## src/rtl/key_input_ctrl.sv

```systemverilog
// Push-button conditioner: 2-flop sync, per-key debounce FSM, sticky W1C pending flags, status word.
// Optional auto-repeat while a key is held is compiled in with `define KEY_REPEAT_EN.
module key_input_ctrl #(
    parameter int NUM_KEYS        = 4,
    parameter int DEBOUNCE_CYCLES = 250000,
    parameter int CNT_W           = 18,
    parameter int ACTIVE_LOW_KEYS = 1,
    parameter int REPEAT_CYCLES   = 25000000
) (
    input  logic                clk,
    input  logic                rst_n,
    input  logic [NUM_KEYS-1:0] btn,
    input  logic                ack,
    input  logic [31:0]         ack_data,
    output logic [31:0]         key,
    output logic [NUM_KEYS-1:0] press_pulse
);

    typedef enum logic [1:0] {
        IDLE,
        PRESS_WAIT,
        PRESSED,
        RELEASE_WAIT
    } key_state_e;

    localparam logic [NUM_KEYS-1:0] RELEASED = {NUM_KEYS{ACTIVE_LOW_KEYS != 0}};
    localparam logic [CNT_W-1:0]    CNT_LAST = CNT_W'(DEBOUNCE_CYCLES - 1);

    logic [NUM_KEYS-1:0] sync1_q, sync2_q;
    logic [NUM_KEYS-1:0] pressed;
    logic [NUM_KEYS-1:0] fire;
    logic [NUM_KEYS-1:0] level_d;
    logic [NUM_KEYS-1:0] pending_q, pending_d, clr;
    logic [31:0]         key_d;
    logic                unused_ack_bits;

    // NOTE: sequential state uses non-blocking (<=) so every flop samples pre-edge values.
    // Sync flops reset to the released level so reset release never looks like a press.
    always_ff @(posedge clk or negedge rst_n) begin
        if (!rst_n) begin
            sync1_q <= RELEASED;
            sync2_q <= RELEASED;
        end else begin
            sync1_q <= btn;
            sync2_q <= sync1_q;
        end
    end

    assign pressed = sync2_q ^ RELEASED;

    for (genvar i = 0; i < NUM_KEYS; i++) begin : g_key
        key_state_e       state_q, state_d;
        logic [CNT_W-1:0] cnt_q, cnt_d;
        logic             fire_k;
        logic             p;

        assign p = pressed[i];

`ifdef KEY_REPEAT_EN
        localparam int             REP_W    = (REPEAT_CYCLES > 1) ? $clog2(REPEAT_CYCLES) : 1;
        localparam logic [REP_W-1:0] REP_LAST = REP_W'(REPEAT_CYCLES - 1);
        logic [REP_W-1:0] rep_q, rep_d;

        always_ff @(posedge clk or negedge rst_n) begin
            if (!rst_n) rep_q <= '0;
            else        rep_q <= rep_d;
        end
`endif

        always_ff @(posedge clk or negedge rst_n) begin
            if (!rst_n) begin
                state_q <= IDLE;
                cnt_q   <= '0;
            end else begin
                state_q <= state_d;
                cnt_q   <= cnt_d;
            end
        end

        // NOTE: every always_comb output gets a default first, so no path can infer a latch.
        always_comb begin
            state_d = state_q;
            cnt_d   = cnt_q;
            fire_k  = 1'b0;
`ifdef KEY_REPEAT_EN
            rep_d   = rep_q;
`endif
            case (state_q)
                IDLE: begin
                    if (p) begin
                        state_d = PRESS_WAIT;
                        cnt_d   = '0;
                    end
                end
                PRESS_WAIT: begin
                    if (!p) begin
                        state_d = IDLE;
                    end else if (cnt_q == CNT_LAST) begin
                        state_d = PRESSED;
                        fire_k  = 1'b1;
`ifdef KEY_REPEAT_EN
                        rep_d   = '0;
`endif
                    end else begin
                        cnt_d = cnt_q + CNT_W'(1);
                    end
                end
                PRESSED: begin
                    if (!p) begin
                        state_d = RELEASE_WAIT;
                        cnt_d   = '0;
                    end
`ifdef KEY_REPEAT_EN
                    // Repeat count is held across release bounce; only a fresh press restarts it.
                    else if (rep_q == REP_LAST) begin
                        fire_k = 1'b1;
                        rep_d  = '0;
                    end else begin
                        rep_d = rep_q + REP_W'(1);
                    end
`endif
                end
                RELEASE_WAIT: begin
                    if (p) begin
                        state_d = PRESSED;
                    end else if (cnt_q == CNT_LAST) begin
                        state_d = IDLE;
                    end else begin
                        cnt_d = cnt_q + CNT_W'(1);
                    end
                end
                default: state_d = IDLE;
            endcase
        end

        assign fire[i]    = fire_k;
        assign level_d[i] = (state_d == PRESSED) || (state_d == RELEASE_WAIT);
    end

    // A press event on the same edge as its clear leaves the flag set.
    assign clr       = ack ? ack_data[8 +: NUM_KEYS] : '0;
    assign pending_d = (pending_q & ~clr) | fire;

    always_comb begin
        key_d                  = '0;
        key_d[0]               = |pending_d;
        key_d[8 +: NUM_KEYS]   = pending_d;
        key_d[16 +: NUM_KEYS]  = level_d;
    end

    always_ff @(posedge clk or negedge rst_n) begin
        if (!rst_n) begin
            pending_q   <= '0;
            press_pulse <= '0;
            key         <= '0;
        end else begin
            pending_q   <= pending_d;
            press_pulse <= fire;
            key         <= key_d;
        end
    end

    assign unused_ack_bits = ^{ack_data[31:8+NUM_KEYS], ack_data[7:0]};

endmodule

```

## config.mk

```make
export PLATFORM = sky130hd
export DESIGN_NAME = key_input_ctrl
export DESIGN_NICKNAME = d
export VERILOG_FILES = /design/src/rtl/key_input_ctrl.sv
export SDC_FILE = /design/constraint.sdc
export NUM_CORES = 1
export LEC_CHECK = 0
export ABC_AREA = 1
export CORE_ASPECT_RATIO = 0.5
export CORE_UTILIZATION = 33
export CTS_BUF_LIST = sky130_fd_sc_hd__clkbuf_4 sky130_fd_sc_hd__clkbuf_8 sky130_fd_sc_hd__clkbuf_16
export CTS_CLUSTER_DIAMETER = 120
export CTS_CLUSTER_SIZE = 14
export DETAILED_ROUTE_END_ITERATION = 7
export GPL_ROUTABILITY_DRIVEN = 0
export PLACE_DENSITY = 0.65
export SLEW_MARGIN = 5
export SYNTH_ARGS = -nofsm -noshare
export SYNTH_HDL_FRONTEND = slang
export SYNTH_SLANG_ARGS = --single-unit
```

## constraint.sdc

```tcl
create_clock -name clk -period 1.5 [get_ports clk]
set_input_delay 0.45 -clock clk [delete_from_list [all_inputs] [get_ports clk]]
set_output_delay 0.45 -clock clk [all_outputs]
set_load 0.02 [all_outputs]
```

==> flow_metrics.py <==
metrics = {
    "place": {
        "worst_setup_timing_slack_at_the_placement_stage_ns": -0.08077,
        "place_inst": 1157,
        "place_hpwl_mm": 9.907,
        "port-buffer-count": 23,
    },
    "sta": {
        "worst_clk_skew_ns": 0.01033,
        "timing_hold_violations_final": 0,
        "final.setup.worst_slack_ns": -0.03257,
        "report.final.slew_viol_count": 0,
        "grt_setup_unrepaired": "yes",
        "finalSetupViolCount": 14,
        "final.period_utilization_pct": 102.2,
        "layout_min_cycle_time_ns": 1.533,
        "maxClockFrequency_mhz": 652.5,
        "setup_tns_ns": -0.2820,
    },
    "detailed_routing": {
        "route.top_layer_used": "met4",
        "via_per_inst": 4.730,
        "wire_per_inst_um": 11.93,
        "final_antenna_net_count": 0,
        "drt-initial-drc-count": 235,
        "drc": 0,
        "detailroute.via_count": 5634,
        "aggregate_routed_wire_length_mm": 14.21,
        "route.layer.met1.wl_mm": 6.353,
        "wl_met3_um": 481,
        "wl_met2_mm": 7.135,
        "drt_pre_antenna_iters": 5,
    },
    "cells_and_area": {
        "layout.nets": 995,
        "final_cell_mix": "nand2_1, buf_4, dfrtp_1",
        "final_cells": 1191,
        "fin_util_pct": 45.28,
        "layout.cells.most_common": "nand2_1",
        "layout.filler_cells": 1646,
        "num_antenna_cells": 0,
        "area_growth_syn_to_layout_pct": 33.53,
        "drive_gt1_share_pct": 27.80,
    },
    "power": {
        "total_power_w": 0.005565,
        "power-per-cell-area_nw_per_um2": 702.9,
        "total_leakage_power_nw": 3.563,
        "worst_ir_drop_vdd_mv": 0.4950,
    },
    "synthesis": {
        "mappedNetlistArea_um2": 5929,
        "syn_inst": 829,
        "syn_avg_cell_area_um2": 7.153,
        "synth_flop_cell": "dfrtp_1",
        "ys_seq_elements": 99,
        "async_reset_ff_share_pct": 100.0,
        "synth_edf_count": 0,
        "yosysSeqAreaShare_pct": 41.95,
        "synth-warning-count": 0,
        "netlist-cell-type-count": 30,
    },
    "floorplan": {
        "initial_utilization_pct": 33.91,
        "rows": 34,
        "fp.dieH_um": 96.79,
        "chipWidth_um": 191.6,
        "die_area_um2": 18540,
        "fp.coreArea_um2": 17480,
        "number_of_ports_placed_on_the_die_boundary": 75,
    },
    "worst_setup_path": {
        "setup.worst_path.class": "reg2reg",
        "crit_fanout": 7,
        "crit_top_cell": "nor2_4",
        "cp_data_required_time_ns": 1.73,
        "critPathMaxStageDelay_ns": 0.41,
        "cp.arrival_ns": 1.76,
        "end_kind": "register",
        "crit_slowest_cell": "dfrtp_1",
        "crit_path_cell_trace": "ha_4, nand2_4, nor3_4, inv_2, nor2_4, nor2_4, clkinv_4, buf_12, nand2_1, o21ai_2",
        "crit_path_start_kind": "register",
    },
    "outcome": {
        "run_status": "finished with violations",
        "failed_checks": "setup timing",
    },
    "cts": {
        "clk_lat_worst_skew_ns": 0.34,
        "clock_sink_count": 99,
        "cts_tree": "done",
        "numCtsBuffers": 9,
        "cts-htree-levels": 3,
        "maximum_count_of_clock_buffers_along_a_single_path": 2,
        "root_buffer": "clkbuf_16",
        "path_clk_slew_ns": 0.07,
        "hold_buffers": 0,
    },
    "global_routing": {
        "overflow": 0,
        "grt_antenna_before_repair": 0,
        "grt_max_degree": 55,
        "grt_pass1_wl_mm": 23.25,
        "grt_pass1_vias": 5372,
        "gr-usage-all-layers_pct": 15.18,
    },
    "flow_run": {
        "cap_viol_max_count": 0,
    },
    "worst_hold_path": {
        "timing.hold.worst.class": "in2async",
    },
}
## Yosys cell counts, types with 9 or more instances
cell      instances  area, µm²
o21ai_0          42      210.2
buf_4            28      210.2
o21bai_1         10      75.07
dfrtp_1          91       2277
nand3_1          74      370.4
nor2_1          107      401.6
or2_2             9      56.30
xor2_1           20      175.2
inv_1            74      277.8
o21ai_1          25      125.1
nand2_1         268       1006
nand4_1          21      131.4
## where the power goes
group,internal (W),total (W),switching (W)
clock,0.00124,0.00220,0.000952
combinational,0.000243,0.000592,0.000349
sequential,0.00273,0.00278,0.0000462
## worst max-delay path: cells and delay by family, from the launching register on
kind | cells | cell delay (ns)
AND/OR/NAND/NOR | 5 | 0.42
flip-flops | 1 | 0.41
buffers and inverters | 3 | 0.35
adder cells (fa/ha/maj) | 1 | 0.19
AO/OA/AOI/OAI | 1 | 0.05
## state kept, by name, summed over array words and instances, names as in the netlist
| register | flops |
|---|---|
| pending_q | 3 |
| press_pulse | 4 |
| sync1_q | 4 |
| g_key.cnt_q | 72 |
| g_key.state_q | 8 |
| sync2_q | 4 |
| key | 4 |
## through the flow
step | hold WS (ns) | cell area, µm²
after CTS | 0.1043 | 7321
after detailed placement | 0.3485 | 7008
after global routing | 0.1091 | 7918
final | 0.09605 | 7918
after floorplan | 0.1544 | 6045
after global placement | 0.3458 | 7008
## layer usage
layer  up-vias  GRT usage, %
met3        19         3.266
met5         -             0
met1      2667         18.77
met4         0         4.579
met2        98         26.37
li1       2850             -
## kinds of logic (layout without fill, tap and decap cells)
kind of cell,Yosys count,after routing,synth area share [%]
compound gates,85,85,7.913
xor+xnor,24,24,3.545
fa+ha+maj,4,4,0.8441
buf+inv,122,228,10.36
flops,99,99,41.95
other cells,1,23,0.06324
simple gates,494,494,35.32
## layout make-up
type                       count  area (µm²)  area share (%)
sequential                    99        2494           31.49
inverter                      81       326.6           4.125
timing repair buffer         131        1244           15.71
multi-input combinational    630        3279           41.42
clock buffer                  14       269.0           3.398
clock inverter                 2       12.51          0.1580
tap                          234       292.8           3.698
## worst paths after layout
kind,cells past startpoint,slack [ns],start,endpoint
setup / recovery,10,-0.03,g_key[2].cnt_q[1]$_DFFE_PN0P_,g_key[2].cnt_q[5]$_DFFE_PN0P_
min in group clk,0,0.35,sync1_q[1]$_DFF_PN1_,sync2_q[1]$_DFF_PN1_
hold / removal,2,0.1,rst_n,g_key[3].cnt_q[8]$_DFFE_PN0P_
setup reg to reg,10,-0.03,g_key[2].cnt_q[1]$_DFFE_PN0P_,g_key[2].cnt_q[5]$_DFFE_PN0P_
hold reg to reg,0,0.35,sync1_q[1]$_DFF_PN1_,sync2_q[1]$_DFF_PN1_
max in group asynchronous,2,1.08,rst_n,sync1_q[0]$_DFF_PN1_
## what timing repair did
item | in CTS | in global routing
gates resized for setup | 31 | 151
buffers inserted | 1 | 10
setup endpoints to repair | 54 | 80
gates cloned | 0 | 8
pin swaps | 2 | 34
(Power assumes the default switching activity.)
==> RTL change, RTL diff (same flow settings) <==
Encoding of `key_state_e`: now one-hot (4 bits for 4 states).
--- a/src/rtl/key_input_ctrl.sv
+++ b/src/rtl/key_input_ctrl.sv
@@ -16,11 +16,11 @@
     output logic [NUM_KEYS-1:0] press_pulse
 );
 
-    typedef enum logic [1:0] {
-        IDLE,
-        PRESS_WAIT,
-        PRESSED,
-        RELEASE_WAIT
+    typedef enum logic [3:0] {
+        IDLE         = 4'b0001,
+        PRESS_WAIT   = 4'b0010,
+        PRESSED      = 4'b0100,
+        RELEASE_WAIT = 4'b1000
     } key_state_e;
 
     localparam logic [NUM_KEYS-1:0] RELEASED = {NUM_KEYS{ACTIVE_LOW_KEYS != 0}};
Formal check against the unedited RTL: no difference found for any inputs over 10 cycles, from zero or initial values and one cycle with rst_n low; not proved beyond that.
==> RTL change against the unedited design <==
- the run ends with design-rule violations, negative setup slack left
- synthesized cell count grew 21%
- sequential cell count grew 10
- wire length grew 26%
- final area grew 20%
- worst setup slack lost 0.13 ns
- synthesized area grew 17%
- final cell count grew 21%
Power is not compared: it rests on default switching activity, and its combinational part moved more than twofold at a synthesized area within 25%.
==> RTL change: results <==
group,metric,value,unit
outcome,outcome,"finished with violations",
outcome,violations,"design-rule violations, negative setup slack",
cells_and_area,multiInputGateArea,4270,um2
timing,setup_viol,74,
synth,yosysWarnings,0,
synth,synth_area_leaders,"dfrtp_1, nand2_1, nor2_1, nand3_1, dfstp_2",
clock_network,clkLatencyLatePin,0.37,ns
power_and_ir_drop,peakVddDrop,0.000619,V
cells_and_area,nets,1213,
timing,skew,0.0143,ns
critical_path,cp_max_fo,7,
drt,drcViolationCount,4,
global_route,grt.total_usage,0.161,
clock_network,htreeDepth,3,
cells_and_area,fillCellCount,1903,
power_and_ir_drop,switching_power,3070,uW
clock_network,clockRootBuffer,"clkbuf_16",
clock_network,cts_made_buffers,9,
place,placed_cell_area,8190,um2
global_route,grt_pass1_wl,28600,um
power_and_ir_drop,p_leak,0.00441,uW
global_route,grt_max_degree,30,
clock_network,clk_pin_slew,0.09,ns
cells_and_area,num_antenna_cells,0,
timing,fin_ws,-0.166,ns
place,place_ws,-0.184,ns
synth,ys_seq_area_frac,0.397,
drt,firstDrtPassIters,7,
clock_network,clockBufferDepth,2,
cells_and_area,drive_above_1_share,0.313,
critical_path,critical_path_arrival,1.94,ns
cells_and_area,top_regs,"g_key.cnt_q (72), g_key.state_q (16), key (6)",
drt,drt-initial-drc-count,460,
global_route,antenna_found_initial,0,
synth,synth_common_cells,"nand2_1, nor2_1, dfrtp_1",
drt,detail_route.wl_per_cell,12.4,um
synth,synth_cell_types,33,
place,hpwl,11800,um
worst_hold_path,hp-class,"flop to flop",
global_route,grt_pass1_vias,6368,
synth,synthFlopType,"dfrtp_1",
synth,async_reset_ff_frac,1.00,
drt,vias,6857,
## RTL change: power groups by stage
stage          registers (uW)  logic (uW)  clock network [uW]
3_5_place_dp             3250        1940                   0
4_1_cts                  3200        2240                2540
3_3_place_gp             3240        1920                   0
6_report                 3220        3070                2470
5_1_grt                  3240        3310                2650
2_1_floorplan            3280        1310                   0
## RTL change: metal layers
| metal | vias to the layer above | global-route usage | part of all wire |
|---|---|---|---|
| met5 | - | 0 | 0 |
| met4 | 0 | 0.0462 | 0.013 |
| met3 | 21 | 0.0323 | 0.034 |
| met2 | 142 | 0.281 | 0.51 |
| met1 | 3236 | 0.199 | 0.44 |
| li1 | 3458 | - | - |
## RTL change: path summary, 6_finish.rpt
kind / cells past startpoint / slack [ns] / end / startpoint
max: 10 / -0.17 / g_key[0].cnt_q[2] / g_key[0].state_q[0]
min: 0 / 0.36 / sync2_q[2] / sync1_q[2]
max reg2reg: 10 / -0.17 / g_key[0].cnt_q[2] / g_key[0].state_q[0]
min reg2reg: 0 / 0.36 / sync2_q[2] / sync1_q[2]
max in group asynchronous: 3 / 0.43 / sync2_q[0] / rst_n
min in group asynchronous: 2 / 0.51 / g_key[1].cnt_q[2] / rst_n
## RTL change: layout make-up
type                       instances  share of cell area
timing repair inverter             1            0.000792
multi-input combinational        793               0.451
clock inverter                     6             0.00634
inverter                          88              0.0351
sequential                       109               0.290
tap                              266              0.0351
clock buffer                      10              0.0252
timing repair buffer             168               0.156
## RTL change: repair_timing
| item | in CTS | in global routing |
|---|---|---|
| setup endpoints to repair | 85 | 90 |
| pin swaps | 14 | 38 |
| setup buffers | 15 | 11 |
| hold endpoints to repair | 13 | 0 |
| gates cloned | 3 | 8 |
| resized for setup | 86 | 161 |
| hold buffers | 1 | 0 |
## RTL change: stage by stage
step                      setup TNS (ns)  instances
final                              -7.92       1441
after global routing              -14.55       1441
after CTS                          -1.14       1422
after detailed placement           -4.20       1387
after global placement             -2.45       1387
after floorplan                   -0.108       1025
## RTL change: critical path, cell delays in order (launching register included)
cell and delay [ns]:
dfstp_2 0.54, inv_2 0.05, nor2_2 0.13, nand2_2 0.08
nand2_2 0.07, nand2_2 0.06, a21oi_2 0.19, nand2_4 0.14
clkbuf_16 0.20, nand2_4 0.06, o21ai_2 0.05
## RTL change: cells by family (layout without fill, tap and decap cells)
kind of cell	count (synthesis)	count (layout)	share of synthesized area
compound gates	64	64	0.0489
xor+xnor	36	36	0.0456
fa+ha+maj	4	4	0.00724
buf+inv	124	273	0.0911
flops	109	109	0.397
other cells	1	23	0.000543
simple gates	665	666	0.410
